===== config.mk =====
export PLATFORM = sky130hd
export DESIGN_NAME = regbank_master_flat
export DESIGN_NICKNAME = d
export VERILOG_FILES = /design/src/rtl/regbank_pkg.sv /design/src/rtl/regbank_master_if.sv /design/src/rtl/regbank_alu.sv /design/src/rtl/regbank_master.sv /design/src/flat_wrapper.sv
export SDC_FILE = /design/constraint.sdc
export NUM_CORES = 1
export LEC_CHECK = 0
export CAP_MARGIN = 5
export CORE_MARGIN = 3
export CORE_UTILIZATION = 45
export DETAILED_ROUTE_END_ITERATION = 6
export PLACE_DENSITY = 0.81
export SYNTH_ARGS = -nofsm -noshare
export SYNTH_HDL_FRONTEND = slang
export SYNTH_SLANG_ARGS = --single-unit

===== constraint.sdc =====
create_clock -name clk -period 3.5 [get_ports clk]
set_input_delay 0.875 -clock clk [delete_from_list [all_inputs] [get_ports clk]]
set_output_delay 0.875 -clock clk [all_outputs]
set_load 0.01 [all_outputs]

===== src/rtl/regbank_pkg.sv =====
// Shared types for the register-bank command master: op/ALU codes, FSM states, default widths.
package regbank_pkg;

  localparam int REGBANK_DATA_W = 32;
  localparam int REGBANK_ADDR_W = 5;

  typedef enum logic [1:0] {
    OP_READ  = 2'd0,
    OP_WRITE = 2'd1,
    OP_ALU   = 2'd2,
    OP_CLEAR = 2'd3
  } op_t;

  typedef enum logic [1:0] {
    ALU_ADD = 2'd0,
    ALU_SUB = 2'd1,
    ALU_AND = 2'd2,
    ALU_XOR = 2'd3
  } alu_op_t;

  typedef enum logic [2:0] {
    S_IDLE = 3'd0,
    S_RD   = 3'd1,
    S_WR   = 3'd2,
    S_CLR  = 3'd3,
    S_RESP = 3'd4
  } state_t;

endpackage


===== src/rtl/regbank_master_if.sv =====
// Command/response channel of the register-bank master; the host uses 'master', the block uses 'slave'.
interface regbank_master_if
  import regbank_pkg::*;
#(
  parameter int DATA_W = REGBANK_DATA_W,
  parameter int ADDR_W = REGBANK_ADDR_W
) ();

  logic              cmd_valid;
  logic              cmd_ready;
  logic [1:0]        cmd_op;
  logic [1:0]        cmd_alu;
  logic [ADDR_W-1:0] cmd_sr1;
  logic [ADDR_W-1:0] cmd_sr2;
  logic [ADDR_W-1:0] cmd_dr;
  logic [DATA_W-1:0] cmd_data;
  logic              rsp_valid;
  logic              rsp_ready;
  logic [DATA_W-1:0] rsp_data1;
  logic [DATA_W-1:0] rsp_data2;

  modport master (
    output cmd_valid, cmd_op, cmd_alu, cmd_sr1, cmd_sr2, cmd_dr, cmd_data, rsp_ready,
    input  cmd_ready, rsp_valid, rsp_data1, rsp_data2
  );

  modport slave (
    input  cmd_valid, cmd_op, cmd_alu, cmd_sr1, cmd_sr2, cmd_dr, cmd_data, rsp_ready,
    output cmd_ready, rsp_valid, rsp_data1, rsp_data2
  );

endinterface


===== src/rtl/regbank_alu.sv =====
// Combinational ALU for the register-bank master; ADD/SUB wrap silently modulo 2**DATA_W.
module regbank_alu
  import regbank_pkg::*;
#(
  parameter int DATA_W = REGBANK_DATA_W
) (
  input  alu_op_t           op,
  input  logic [DATA_W-1:0] a,
  input  logic [DATA_W-1:0] b,
  output logic [DATA_W-1:0] result
);

  always_comb begin
    result = '0;
    case (op)
      ALU_ADD: result = a + b;
      ALU_SUB: result = a - b;
      ALU_AND: result = a & b;
      ALU_XOR: result = a ^ b;
      default: result = '0;
    endcase
  end

endmodule


===== src/rtl/regbank_master.sv =====
// Command-driven initiator for the 32x32 register bank (READ/WRITE/ALU/CLEAR over valid/ready).
// Optional build macro REGBANK_MASTER_ZERO_REG_EN makes register 0 read-only zero for WRITE/ALU.
module regbank_master
  import regbank_pkg::*;
#(
  parameter int DATA_W    = REGBANK_DATA_W,
  parameter int ADDR_W    = REGBANK_ADDR_W,
  parameter int REG_COUNT = 32
) (
  input  logic              clk,
  input  logic              reset,
  regbank_master_if.slave   cmd_bus,
  output logic [ADDR_W-1:0] sr1,
  output logic [ADDR_W-1:0] sr2,
  output logic [ADDR_W-1:0] dr,
  output logic [DATA_W-1:0] wrData,
  output logic              write,
  input  logic [DATA_W-1:0] rdData1,
  input  logic [DATA_W-1:0] rdData2
);

  localparam logic [ADDR_W-1:0] LAST_IDX = ADDR_W'(REG_COUNT - 1);

  state_t            state;
  state_t            state_nxt;
  op_t               op_q;
  alu_op_t           alu_q;
  logic [DATA_W-1:0] rsp_data1_q;
  logic [DATA_W-1:0] rsp_data2_q;
  logic [DATA_W-1:0] alu_result;
  logic              cmd_fire;
  logic              wr_allowed;

  // Ready is gated by reset so the host sees 0 while the block is held in reset.
  assign cmd_bus.cmd_ready = (state == S_IDLE) && reset;
  assign cmd_fire          = cmd_bus.cmd_valid && cmd_bus.cmd_ready;
  assign cmd_bus.rsp_valid = (state == S_RESP);
  assign cmd_bus.rsp_data1 = rsp_data1_q;
  assign cmd_bus.rsp_data2 = rsp_data2_q;

`ifdef REGBANK_MASTER_ZERO_REG_EN
  assign wr_allowed = (dr != '0);
`else
  assign wr_allowed = 1'b1;
`endif

  regbank_alu #(.DATA_W(DATA_W)) u_alu (
    .op     (alu_q),
    .a      (rdData1),
    .b      (rdData2),
    .result (alu_result)
  );

  always_ff @(posedge clk or negedge reset) begin
    if (!reset) begin
      state <= S_IDLE;
    end else begin
      state <= state_nxt;
    end
  end

  // write decodes from state only, so it falls the instant reset asserts.
  always_comb begin
    state_nxt = state;
    write     = 1'b0;
    case (state)
      S_IDLE: begin
        if (cmd_fire) begin
          case (op_t'(cmd_bus.cmd_op))
            OP_READ:  state_nxt = S_RD;
            OP_ALU:   state_nxt = S_RD;
            OP_WRITE: state_nxt = S_WR;
            OP_CLEAR: state_nxt = S_CLR;
            default:  state_nxt = S_IDLE;
          endcase
        end
      end
      S_RD: begin
        state_nxt = (op_q == OP_ALU) ? S_WR : S_RESP;
      end
      S_WR: begin
        write     = wr_allowed;
        state_nxt = S_RESP;
      end
      S_CLR: begin
        write = 1'b1;
        if (dr == LAST_IDX) begin
          state_nxt = S_RESP;
        end
      end
      S_RESP: begin
        if (cmd_bus.rsp_ready) begin
          state_nxt = S_IDLE;
        end
      end
      default: state_nxt = S_IDLE;
    endcase
  end

  // Bank pins and response words are all registered; dr doubles as the CLEAR walk counter.
  always_ff @(posedge clk or negedge reset) begin
    if (!reset) begin
      op_q        <= OP_READ;
      alu_q       <= ALU_ADD;
      sr1         <= '0;
      sr2         <= '0;
      dr          <= '0;
      wrData      <= '0;
      rsp_data1_q <= '0;
      rsp_data2_q <= '0;
    end else begin
      case (state)
        S_IDLE: begin
          if (cmd_fire) begin
            op_q  <= op_t'(cmd_bus.cmd_op);
            alu_q <= alu_op_t'(cmd_bus.cmd_alu);
            case (op_t'(cmd_bus.cmd_op))
              OP_READ: begin
                sr1 <= cmd_bus.cmd_sr1;
                sr2 <= cmd_bus.cmd_sr2;
              end
              OP_WRITE: begin
                dr          <= cmd_bus.cmd_dr;
                wrData      <= cmd_bus.cmd_data;
                rsp_data1_q <= cmd_bus.cmd_data;
                rsp_data2_q <= '0;
              end
              OP_ALU: begin
                sr1 <= cmd_bus.cmd_sr1;
                sr2 <= cmd_bus.cmd_sr2;
                dr  <= cmd_bus.cmd_dr;
              end
              OP_CLEAR: begin
                dr          <= '0;
                wrData      <= '0;
                rsp_data1_q <= '0;
                rsp_data2_q <= '0;
              end
              default: begin
                dr <= dr;
              end
            endcase
          end
        end
        S_RD: begin
          if (op_q == OP_ALU) begin
            wrData      <= alu_result;
            rsp_data1_q <= alu_result;
            rsp_data2_q <= '0;
          end else begin
            rsp_data1_q <= rdData1;
            rsp_data2_q <= rdData2;
          end
        end
        S_CLR: begin
          if (dr != LAST_IDX) begin
            dr <= dr + ADDR_W'(1);
          end
        end
        default: begin
          dr <= dr;
        end
      endcase
    end
  end

endmodule

===== src/flat_wrapper.sv =====
// flat-port wrapper written by rule: the top's interface ports become plain ports
module regbank_master_flat import regbank_pkg::*;
#(
  parameter int DATA_W    = REGBANK_DATA_W,
  parameter int ADDR_W    = REGBANK_ADDR_W,
  parameter int REG_COUNT = 32
)
  (clk, reset, sr1, sr2, dr, wrData, write, rdData1, rdData2, cmd_bus_cmd_valid, cmd_bus_cmd_op, cmd_bus_cmd_alu, cmd_bus_cmd_sr1, cmd_bus_cmd_sr2, cmd_bus_cmd_dr, cmd_bus_cmd_data, cmd_bus_rsp_ready, cmd_bus_cmd_ready, cmd_bus_rsp_valid, cmd_bus_rsp_data1, cmd_bus_rsp_data2);
  regbank_master_if #(.DATA_W(DATA_W), .ADDR_W(ADDR_W)) cmd_bus_i ();
  input  logic clk;
  input  logic reset;
  output logic [ADDR_W-1:0] sr1;
  output logic [ADDR_W-1:0] sr2;
  output logic [ADDR_W-1:0] dr;
  output logic [DATA_W-1:0] wrData;
  output logic write;
  input  logic [DATA_W-1:0] rdData1;
  input  logic [DATA_W-1:0] rdData2;
  input wire logic [$bits(cmd_bus_i.cmd_valid)-1:0] cmd_bus_cmd_valid;
  input wire logic [$bits(cmd_bus_i.cmd_op)-1:0] cmd_bus_cmd_op;
  input wire logic [$bits(cmd_bus_i.cmd_alu)-1:0] cmd_bus_cmd_alu;
  input wire logic [$bits(cmd_bus_i.cmd_sr1)-1:0] cmd_bus_cmd_sr1;
  input wire logic [$bits(cmd_bus_i.cmd_sr2)-1:0] cmd_bus_cmd_sr2;
  input wire logic [$bits(cmd_bus_i.cmd_dr)-1:0] cmd_bus_cmd_dr;
  input wire logic [$bits(cmd_bus_i.cmd_data)-1:0] cmd_bus_cmd_data;
  input wire logic [$bits(cmd_bus_i.rsp_ready)-1:0] cmd_bus_rsp_ready;
  output wire logic [$bits(cmd_bus_i.cmd_ready)-1:0] cmd_bus_cmd_ready;
  output wire logic [$bits(cmd_bus_i.rsp_valid)-1:0] cmd_bus_rsp_valid;
  output wire logic [$bits(cmd_bus_i.rsp_data1)-1:0] cmd_bus_rsp_data1;
  output wire logic [$bits(cmd_bus_i.rsp_data2)-1:0] cmd_bus_rsp_data2;
  assign cmd_bus_i.cmd_valid = cmd_bus_cmd_valid;
  assign cmd_bus_i.cmd_op = cmd_bus_cmd_op;
  assign cmd_bus_i.cmd_alu = cmd_bus_cmd_alu;
  assign cmd_bus_i.cmd_sr1 = cmd_bus_cmd_sr1;
  assign cmd_bus_i.cmd_sr2 = cmd_bus_cmd_sr2;
  assign cmd_bus_i.cmd_dr = cmd_bus_cmd_dr;
  assign cmd_bus_i.cmd_data = cmd_bus_cmd_data;
  assign cmd_bus_i.rsp_ready = cmd_bus_rsp_ready;
  assign cmd_bus_cmd_ready = cmd_bus_i.cmd_ready;
  assign cmd_bus_rsp_valid = cmd_bus_i.rsp_valid;
  assign cmd_bus_rsp_data1 = cmd_bus_i.rsp_data1;
  assign cmd_bus_rsp_data2 = cmd_bus_i.rsp_data2;
  regbank_master #(.DATA_W(DATA_W), .ADDR_W(ADDR_W), .REG_COUNT(REG_COUNT)) u_core (.clk(clk), .reset(reset), .cmd_bus(cmd_bus_i), .sr1(sr1), .sr2(sr2), .dr(dr), .wrData(wrData), .write(write), .rdData1(rdData1), .rdData2(rdData2));
endmodule

==> results_dict.tcl, run 1 <==
set metrics [dict create \
    status "complete, but fails checks" \
    failed_checks "setup timing" \
    critPathBufInv 5 \
    netlist_instances 1033 \
    ys.flop_type "dfrtp_1" \
    fin_crit_ps 4250 \
    finalInstanceArea_um2 14500 \
    port_buffers 232 \
    antenna_left 0 \
    clkSlewWorstSetupHoldPaths_ps 60 \
    worstSkewPairLatency_ps 420 \
    clkSinkCount 118 \
    nNetsFinal 1642 \
    setup_viol 47 \
    diodes 0 \
    wl_per_cell_um 21.1 \
    max_slew_margin_pct 29.5 \
    slew_viol_final 0 \
    ys_ff_latch 118 \
    layout_commonest_cell "buf_4" \
    synth_top_area_cell "dfrtp_1" \
    placement_rows 50 \
    async_flop_share_pct 100 \
    synth.distinct_cells 74 \
    path_class "input port to flop" \
    wirelength_um 36500 \
    die_w_um 146 \
    dpl_worst_slack_ps -1530 \
    dieHeight_um 146 \
    ys_warn_count 0 \
    cts-root-buf "clkbuf_16" \
    grt_antenna_before_repair 0 \
    crit_slowest_cell "or3_4" \
    vias_per_cell 5.93 \
    cp_cell_sequence "buf_6 -> or3_4 -> buf_4 -> or3_4 -> nand2_1 -> xor2_1 -> ha_2 -> a21oi_1 -> o21ai_1 -> a31oi_1 -> buf_4 -> buf_4 -> a21oi_4 -> o31ai_2 -> xnor2_1 -> nand2_1 -> buf_4 -> a21oi_2 -> a211o_1" \
    arrival_ps 4610 \
    crit_fanout 4 \
    gp_congestion 0.954 \
    cts_made_buffers 17 \
    firstDrtPassIters 5 \
    setup_slack_ps -754 \
    ys_seq_area_share_pct 33.3 \
    cap_violations 0 \
    rrSetupSlack_ps -40 \
    skew_ps 9.15 \
    synth_top_cell_area_share_pct 33.3 \
    min_period_over_period_pct 122 \
    critPathMaxStageDelay_ps 380 \
    grt_overflow 0 \
    drc_errors 0 \
    drtIter0Drc 981 \
    fillers 1359 \
    core_area_um2 19000 \
    rsz0062_at_grt "yes" \
    worst_slew_pin_slew_ps 1060 \
    cp_common_cell "buf_4" \
    p_leak_nw 6.39 \
    syn_area_per_cell_um2 8.59 \
    crit_path_end_kind "flop" \
    cp_top_family "compound AO/OA/AOI/OAI gates" \
    synth.net_count 1219 \
    layout_common_cells "220 x buf_4, 217 x clkdlybuf4s50_1, 118 x dfrtp_1" \
    initial_utilization_pct 46.6 \
    vias 10255 \
    clockBufferDepth 2 \
    synth_edf_count 0 \
    syn2layout_area_growth_pct 64.0 \
    hpwlAfterDp_um 26700 \
    grt.total_usage_pct 32.3 \
    power_density_nw_per_um2 947 \
    dpl_cell_area_um2 12900 \
    cts_tree "yes" \
    max_freq_ghz 0.235 \
    finalHoldViolations 0 \
    cts-htree-levels 4 \
    grt_max_degree 80 \
    grt_pass1_wl_um 55600 \
    die_area_um2 21400 \
    hold_buffers 0 \
    setup_tns_ps -22840 \
    crit_required_ps 3860 \
    ios 233 \
    ir_drop_uv 426 \
    hold_class "flop to flop" \
    cp-start-kind "input port" \
    drive_above_1_share_pct 31.2 \
    first_global_vias 9981 \
    yosys-top-cells-area "dfrtp_1 33%, ha_1 9.3%, nor2_1 5.0%" \
    synth_area_um2 8870 \
]
## cell usage after synthesis (4+ instances only)
master    count
nor3b_1       4
dfrtp_1     118
o21ai_0      87
o31ai_1       8
clkbuf_8      5
a221o_1       4
buf_2         6
a31oi_1      20
a21o_1        8
a21oi_1      85
xnor2_1      28
nand4_1       5
a22oi_1       4
o22ai_1       4
mux2_2       26
a211oi_1     10
or3_1        15
nand2b_1      7
a22o_1       29
mux2i_1      23
inv_1        18
o21bai_1      4
nor2_1      118
xor2_1       19
a221oi_1     18
nor3_1       20
nand2_1     105
nor2b_1       5
o21a_1       11
o31a_1        4
clkbuf_1     50
nand3_1      16
and3_1       14
ha_1         66
o211ai_1     13
## per-layer routing
metal  wire length (µm)  track usage (%)
met5                  0                0
met1              16000             47.4
met4                957             8.47
met3               3140             5.62
met2              16400             49.6
## cell families (layout without fill, tap and decap cells)
kind of cell             count (synthesis)  in the layout  synth area share (%)
multiplexers                            49             49                  5.90
AO/OA/AOI/OAI                          338            338                  24.9
XOR/XNOR                                48             48                  4.82
flip-flops                             118            118                  33.3
AND/OR/NAND/NOR                        328            328                  17.1
adder cells (fa/ha/maj)                 67             67                  9.54
buffers and inverters                   85            520                  4.47
## final timing paths
check	startpoint	endpoint	cells after the start
min in group asynchronous	reset	u_core.cmd_bus.rsp_data1[29]	2
hold reg to reg	u_core.wrData[1]	u_core.wrData[1]	2
setup / recovery	rdData2[3]	u_core.wrData[16]	19
setup reg to reg	u_core.alu_q[0]	u_core.wrData[16]	18
hold / removal	u_core.wrData[1]	u_core.wrData[1]	2
max in group asynchronous	reset	u_core.cmd_bus.rsp_data2[0]	2
## flip-flops by register name (all words and copies together), names as in the netlist
| name | flops |
|---|---|
| u_core.cmd_bus.rsp_data1 | 32 |
| u_core.cmd_bus.rsp_data2 | 32 |
| u_core.wrData | 32 |
| u_core.dr | 5 |
| u_core.sr1 | 5 |
| u_core.sr2 | 5 |
| u_core.state | 3 |
| u_core.alu_q | 2 |
| u_core.op_q | 2 |
## timing repair
item / in CTS / in global routing
endpoints found under the hold margin: 0 / 0
pin swaps: 96 / 119
gates resized for setup: 147 / 110
endpoints found under the setup margin: 57 / 53
setup buffers: 21 / 23
## where the power goes
group | switching, mW | internal [mW] | total, mW | leakage [nW]
sequential | 0.458 | 2.02 | 2.48 | 1.45
combinational | 4.81 | 4.60 | 9.41 | 4.64
clock | 0.700 | 1.19 | 1.89 | 0.296
## through the flow
stage	hold WS [ps]	power, mW	util, %	cells
detailed placement	474	10.4	67.6	1660
CTS	488	12.8	73.4	1710
global route	521	14.6	76.5	1728
floorplan	465	6.64	-	1033
global placement	461	10.2	67.6	1660
finish	481	13.8	76.5	1728
## area by class of cell
type	instances	area (µm²)	area share, %
clock buffers	17	425	2.92
multi-input cells	830	6380	43.9
flip-flops and latches	118	2950	20.3
well taps	260	325	2.24
repair buffers	471	4200	28.8
clock inverters	14	200	1.38
inverters	18	67.6	0.464
## worst min-delay path, stage by stage, from the launching register on
cell	delay [ps]
dfrtp_1	340
nand2_1	50
o21ai_0	60
(Power assumes the default switching activity.)
==> run 2: changes to the inputs <==
GPL_ROUTABILITY_DRIVEN = 0   (was default)
==> results_dict.tcl, run 2 (synthesis gave the netlist of run 1 again) <==
set metrics [dict create \
    status "complete, but fails checks" \
    failed_checks "DRC, setup timing" \
    fillers 1135 \
    p_switching_mw 6.94 \
    wl_per_cell_um 26.2 \
    p_sw_share_pct 46.5 \
    setup_slack_ps -1090 \
    power_mw 14.9 \
    drtIter0Drc 1967 \
    die_area_um2 21400 \
    clkSinkCount 118 \
    antenna_left 0 \
    cts-root-buf "clkbuf_16" \
    setup_viol 50 \
    syn2layout_area_growth_pct 66.1 \
    skew_ps 17.8 \
    grt_max_degree 65 \
    min_period_over_period_pct 131 \
    rsz0062_at_grt "yes" \
    finalHoldViolations 0 \
    power_frac_comb_pct 70.8 \
    layout_common_cells "217 x clkdlybuf4s50_1, 216 x buf_4, 118 x dfrtp_1" \
    hpwlAfterDp_um 26200 \
    crit_required_ps 3820 \
    grt_antenna_before_repair 1 \
    arrival_ps 4920 \
    post-place-cells 1661 \
    hold_buffers 0 \
    initial_utilization_pct 46.6 \
    worst_slew_pin_slew_ps 1350 \
    grt.total_usage_pct 36.4 \
    r2r_end "u_core.wrData[27]" \
    final_util_pct 77.5 \
    clock_power_share_pct 12.6 \
    rrSetupSlack_ps -540 \
    cts_made_buffers 17 \
    max_slew_margin_pct 10.0 \
    drc_errors 63 \
    cp-start-kind "input port" \
    vias_per_cell 6.72 \
    seq_power_share_pct 16.7 \
    firstDrtPassIters 7 \
    wirelength_um 45400 \
    fin_crit_ps 4590 \
    first_global_vias 11054 \
    cts_tree "yes" \
    worstRegToRegCells 16 \
    cts-htree-levels 4 \
    clkSlewWorstSetupHoldPaths_ps 60 \
    port_buffers 232 \
    final_cells 1734 \
    cap_violations 0 \
    worstSkewPairLatency_ps 460 \
    ios 233 \
    clockBufferDepth 2 \
    placement_rows 50 \
    slew_viol_final 0 \
    layout_commonest_cell "clkdlybuf4s50_1" \
    crit_path_end_kind "flop" \
    dieHeight_um 146 \
    ir_drop_uv 549 \
    core_area_um2 19000 \
    power_density_nw_per_um2 1010 \
    hold_class "input port to async pin" \
    setup_tns_ps -35570 \
    grt_overflow 0 \
    cell_internal_pwr_mw 7.98 \
    dpl_worst_slack_ps -1470 \
    drive_above_1_share_pct 31.8 \
    max_freq_ghz 0.218 \
    grt_pass1_wl_um 61800 \
    die_w_um 146 \
    crit_fanout 3 \
    path_class "input port to flop" \
    p_leak_nw 6.43 \
    r2r-start "u_core.alu_q[0]" \
    nNetsFinal 1647 \
    vias 11645 \
]
## run 2: cell count changes in the layout (fill, tap and decap cells not counted), moves of 3 or more
cell / change
buf_4: -4
a21oi_1: -3
nand2_2: -3
buf_6: +6
nor2_4: +3
a21oi_4: +3
## run 2: metrics by stage
stage	cell area, µm²	hold WS, ps
floorplan	8950	465
global route	14700	430
global placement	12800	460
CTS	14100	428
detailed placement	12800	475
finish	14700	401
## run 2: power groups by stage
stage                     combinational (mW)  clock, mW  sequential (mW)
after global routing                    10.9       1.92             2.56
after detailed placement                7.88          0             2.48
final                                   10.6       1.87             2.49
after floorplan                         4.00          0             2.65
after global placement                  7.69          0             2.45
after CTS                               8.75       1.84             2.47
## run 2: worst max-delay path by stage
stage,start,to,slack (ps),cells past startpoint
detailed placement,rdData2[1],u_core.wrData[30],-1470,16
global route,rdData2[0],u_core.wrData[27],-1360,21
floorplan,rdData2[5],u_core.wrData[24],-770,17
finish,rdData2[0],u_core.wrData[27],-1090,21
global placement,rdData2[0],u_core.wrData[26],-1320,21
CTS,rdData2[3],u_core.wrData[24],-590,17
## run 2: cell type report
class	count	area [µm²]	share of cell area, %
diodes	1	2.50	0.0170
inverters	18	70.1	0.476
clock inverters	14	175	1.19
flip-flops and latches	118	2950	20.0
repair buffers	476	4260	28.9
well taps	260	325	2.21
clock buffers	17	425	2.89
multi-input cells	830	6520	44.2
## run 2: timing repair
action,CTS,global route
resized for setup,178,102
setup endpoints to repair,54,51
buffers inserted,25,25
pin swaps,102,75
endpoints found under the hold margin,0,0
## run 2: routing by layer
metal	global-route usage, %	up-vias	routed length (µm)
li1	-	4649	-
met1	46.8	5420	16600
met2	54.4	1176	19000
met3	10.9	400	6140
met4	21.0	0	3670
met5	0	-	0
## run 2: critical path, stage by stage
cell and delay (ps):
buf_6 100, inv_1 120, ha_4 180, nand2b_4 70, or3_4 400, buf_4 160, nor2_4 90, nand2_2 90
nor2_4 110, a21oi_1 100, xnor2_1 150, ha_1 360, buf_6 140, nand4_1 260, a2111oi_4 640, buf_4 220
o221ai_4 120, nor3_1 270, a211oi_2 100, a221oi_1 290, nor2_1 70
==> run 3: changes to the inputs <==
CAP_MARGIN = 20   (was 5)
==> results of run 3 <==
No change in the layout: final DEF, timing and power equal those of run 2.
==> edit, RTL diff (config.mk and constraints of run 2) <==
The option `REGBANK_MASTER_ZERO_REG_EN` is turned on by a define.
--- a/src/rtl/regbank_master.sv
+++ b/src/rtl/regbank_master.sv
@@ -1,4 +1,6 @@
 // Command-driven initiator for the 32x32 register bank (READ/WRITE/ALU/CLEAR over valid/ready).
 // Optional build macro REGBANK_MASTER_ZERO_REG_EN makes register 0 read-only zero for WRITE/ALU.
+`define REGBANK_MASTER_ZERO_REG_EN
+
 module regbank_master
   import regbank_pkg::*;
Check against the original RTL: not equivalent (Yosys sat finds a counterexample within 4 cycles, from zero or initial values and one cycle with reset low).
==> edit against run 2 <==
The flow still finishes with violations (design-rule violations, negative setup slack). Sequential cell count did not move. Combinational power fell by 8%. Critical path type unchanged. Routed wire length fell by 1.9%. Worst hold slack improved by 81 ps. Synthesized area fell by 0.41%. Power fell by 7.4%. Cell area fell by 1.2%. Setup slack got worse by 150 ps. Highest routed layer unchanged.
==> edit: results (changes against run 2) <==
| Metric | Value |
|---|---|
| Status | `finished, violations left (unchanged)` |
| Violated checks | `design-rule violations, negative setup slack (unchanged)` |
| Setup violators final | `41 (was 50)` |
| Cell area reported after detailed placement | `12800 um^2 (was 12850 um^2)` |
| Setup tns final | `-20890 ps (was -35570 ps)` |
| Number of clock-tree buffers in the layout | `19 (was 17)` |
| Maximum number of pins on one net before global-route repair | `63 (was 65)` |
| Number of global-route vias before repair | `10471 (was 11054)` |
| Worst Hold Class | `reg -> reg (was in -> async)` |
| Vias | `11430 (was 11645)` |
| Post-synthesis cell type count | `68 (was 74)` |
| Worst setup skew after layout | `9.794 ps (was 17.76 ps)` |
| Global Route met2 Usage | `52.92% (was 54.39%)` |
| Final critical-path setup slack | `-1249 ps (was -1094 ps)` |
| Sum of routed wire segments on met1 | `15.86 mm (was 16.59 mm)` |
| Routed wire length on met2 | `18.88 mm (was 18.96 mm)` |
| Fin util | `76.57% (was 77.47%)` |
| Share of final-layout standard cells stronger than drive strength 1 | `30.28% (was 31.84%)` |
| Largest fanout on the critical path | `5 (was 3)` |
| Start point of the critical path | `rdData2[11] (was rdData2[0])` |
| Flop-to-flop setup slack | `-270 ps (was -540 ps)` |
| Global-route wire length before repair | `58.70 mm (was 61.82 mm)` |
| Clock buffer and inverter area fraction after layout | `3.712% (was 4.076%)` |
| Cells resized by post-CTS repair | `140 (was 178)` |
| Library cell contributing the largest single delay on the critical path | `sky130_fd_sc_hd__or4_4 (was sky130_fd_sc_hd__a2111oi_4)` |
| Worst vdd rail ir drop | `0.5429 mV (was 0.5492 mV)` |
| Top cells by area, synth | `sky130_fd_sc_hd__dfrtp_1 (33%), sky130_fd_sc_hd__ha_1 (9.5%), sky130_fd_sc_hd__a21oi_1 (5.4%) (was sky130_fd_sc_hd__dfrtp_1 (33%), sky130_fd_sc_hd__ha_1 (9.3%), sky130_fd_sc_hd__nor2_1 (5.0%))` |
| Number of fill cells in the layout | `1151 (was 1135)` |
| Pre-CTS worst setup slack | `-1447 ps (was -1473 ps)` |
| Fraction of met1 tracks used by global routing | `44.58% (was 46.84%)` |
| Post-detailed-route DRC marker count | `135 (was 63)` |
| Critical Path AT | `5070 ps (was 4920 ps)` |
| Portion of the layout cell area used by non-clock buffers | `28.43% (was 28.94%)` |
| HPWL after detailed placement | `25.73 mm (was 26.20 mm)` |
| Initial DRC count | `1929 (was 1967)` |
| Final instance count without filler cells | `1713 (was 1734)` |
| Met3 Track Usage GR | `11.70% (was 10.92%)` |
| Static leakage power | `6.335 nW (was 6.429 nW)` |
| Sum of routed wire length over all layers | `44.49 mm (was 45.36 mm)` |
| Met3 wire len | `6.509 mm (was 6.136 mm)` |
| Relative slew slack | `42.34% (was 10.02%)` |
| Post-CTS Setup Inserts | `15 (was 25)` |
| Slowest Stage Delay on Critical Path | `520 ps (was 640 ps)` |
==> edit: changes by cell type after synthesis, moves of 10 or more <==
cell                       delta
sky130_fd_sc_hd__nor2_1      -20
sky130_fd_sc_hd__o21ai_0     -17
sky130_fd_sc_hd__nand3_1     +16
sky130_fd_sc_hd__a221oi_1    -11
sky130_fd_sc_hd__a21oi_1     +10
sky130_fd_sc_hd__a31oi_1     +10
sky130_fd_sc_hd__nand2b_1    +10
==> edit: cells by family (layout without fill, tap and decap cells) <==
logic type | Yosys count | count (layout) | synth area share [%]
AO/OA/AOI/OAI | 344 | 344 | 25.86
XOR/XNOR | 50 | 50 | 4.958
AND/OR/NAND/NOR | 319 | 319 | 16.87
buffers and inverters | 85 | 508 | 3.626
multiplexers | 46 | 46 | 5.538
flip-flops | 118 | 118 | 33.43
adder cells (fa/ha/maj) | 68 | 68 | 9.717
==> edit: worst min-delay path, stage by stage, from the launching register on <==
cell and delay (ps):
sky130_fd_sc_hd__dfrtp_1 340, sky130_fd_sc_hd__nand2_1 50, sky130_fd_sc_hd__o21ai_0 60
==> edit: power breakdown <==
| group | switching (W) | internal [W] |
|---|---|---|
| combinational | 0.00523 | 0.00449 |
| sequential | 0.000425 | 0.00198 |
| clock | 0.000723 | 0.000967 |
==> edit: how the worst min path moves through the flow <==
stage | start | to | slack [ps] | depth (start not counted)
after global routing | u_core.cmd_bus.rsp_data1[13] | u_core.cmd_bus.rsp_data1[13] | 500 | 1
after detailed placement | u_core.wrData[11] | u_core.wrData[11] | 470 | 2
after global placement | u_core.wrData[11] | u_core.wrData[11] | 460 | 2
final | u_core.wrData[11] | u_core.wrData[11] | 480 | 2
after CTS | u_core.wrData[11] | u_core.wrData[11] | 490 | 2
after floorplan | u_core.op_q[0] | u_core.op_q[0] | 460 | 2
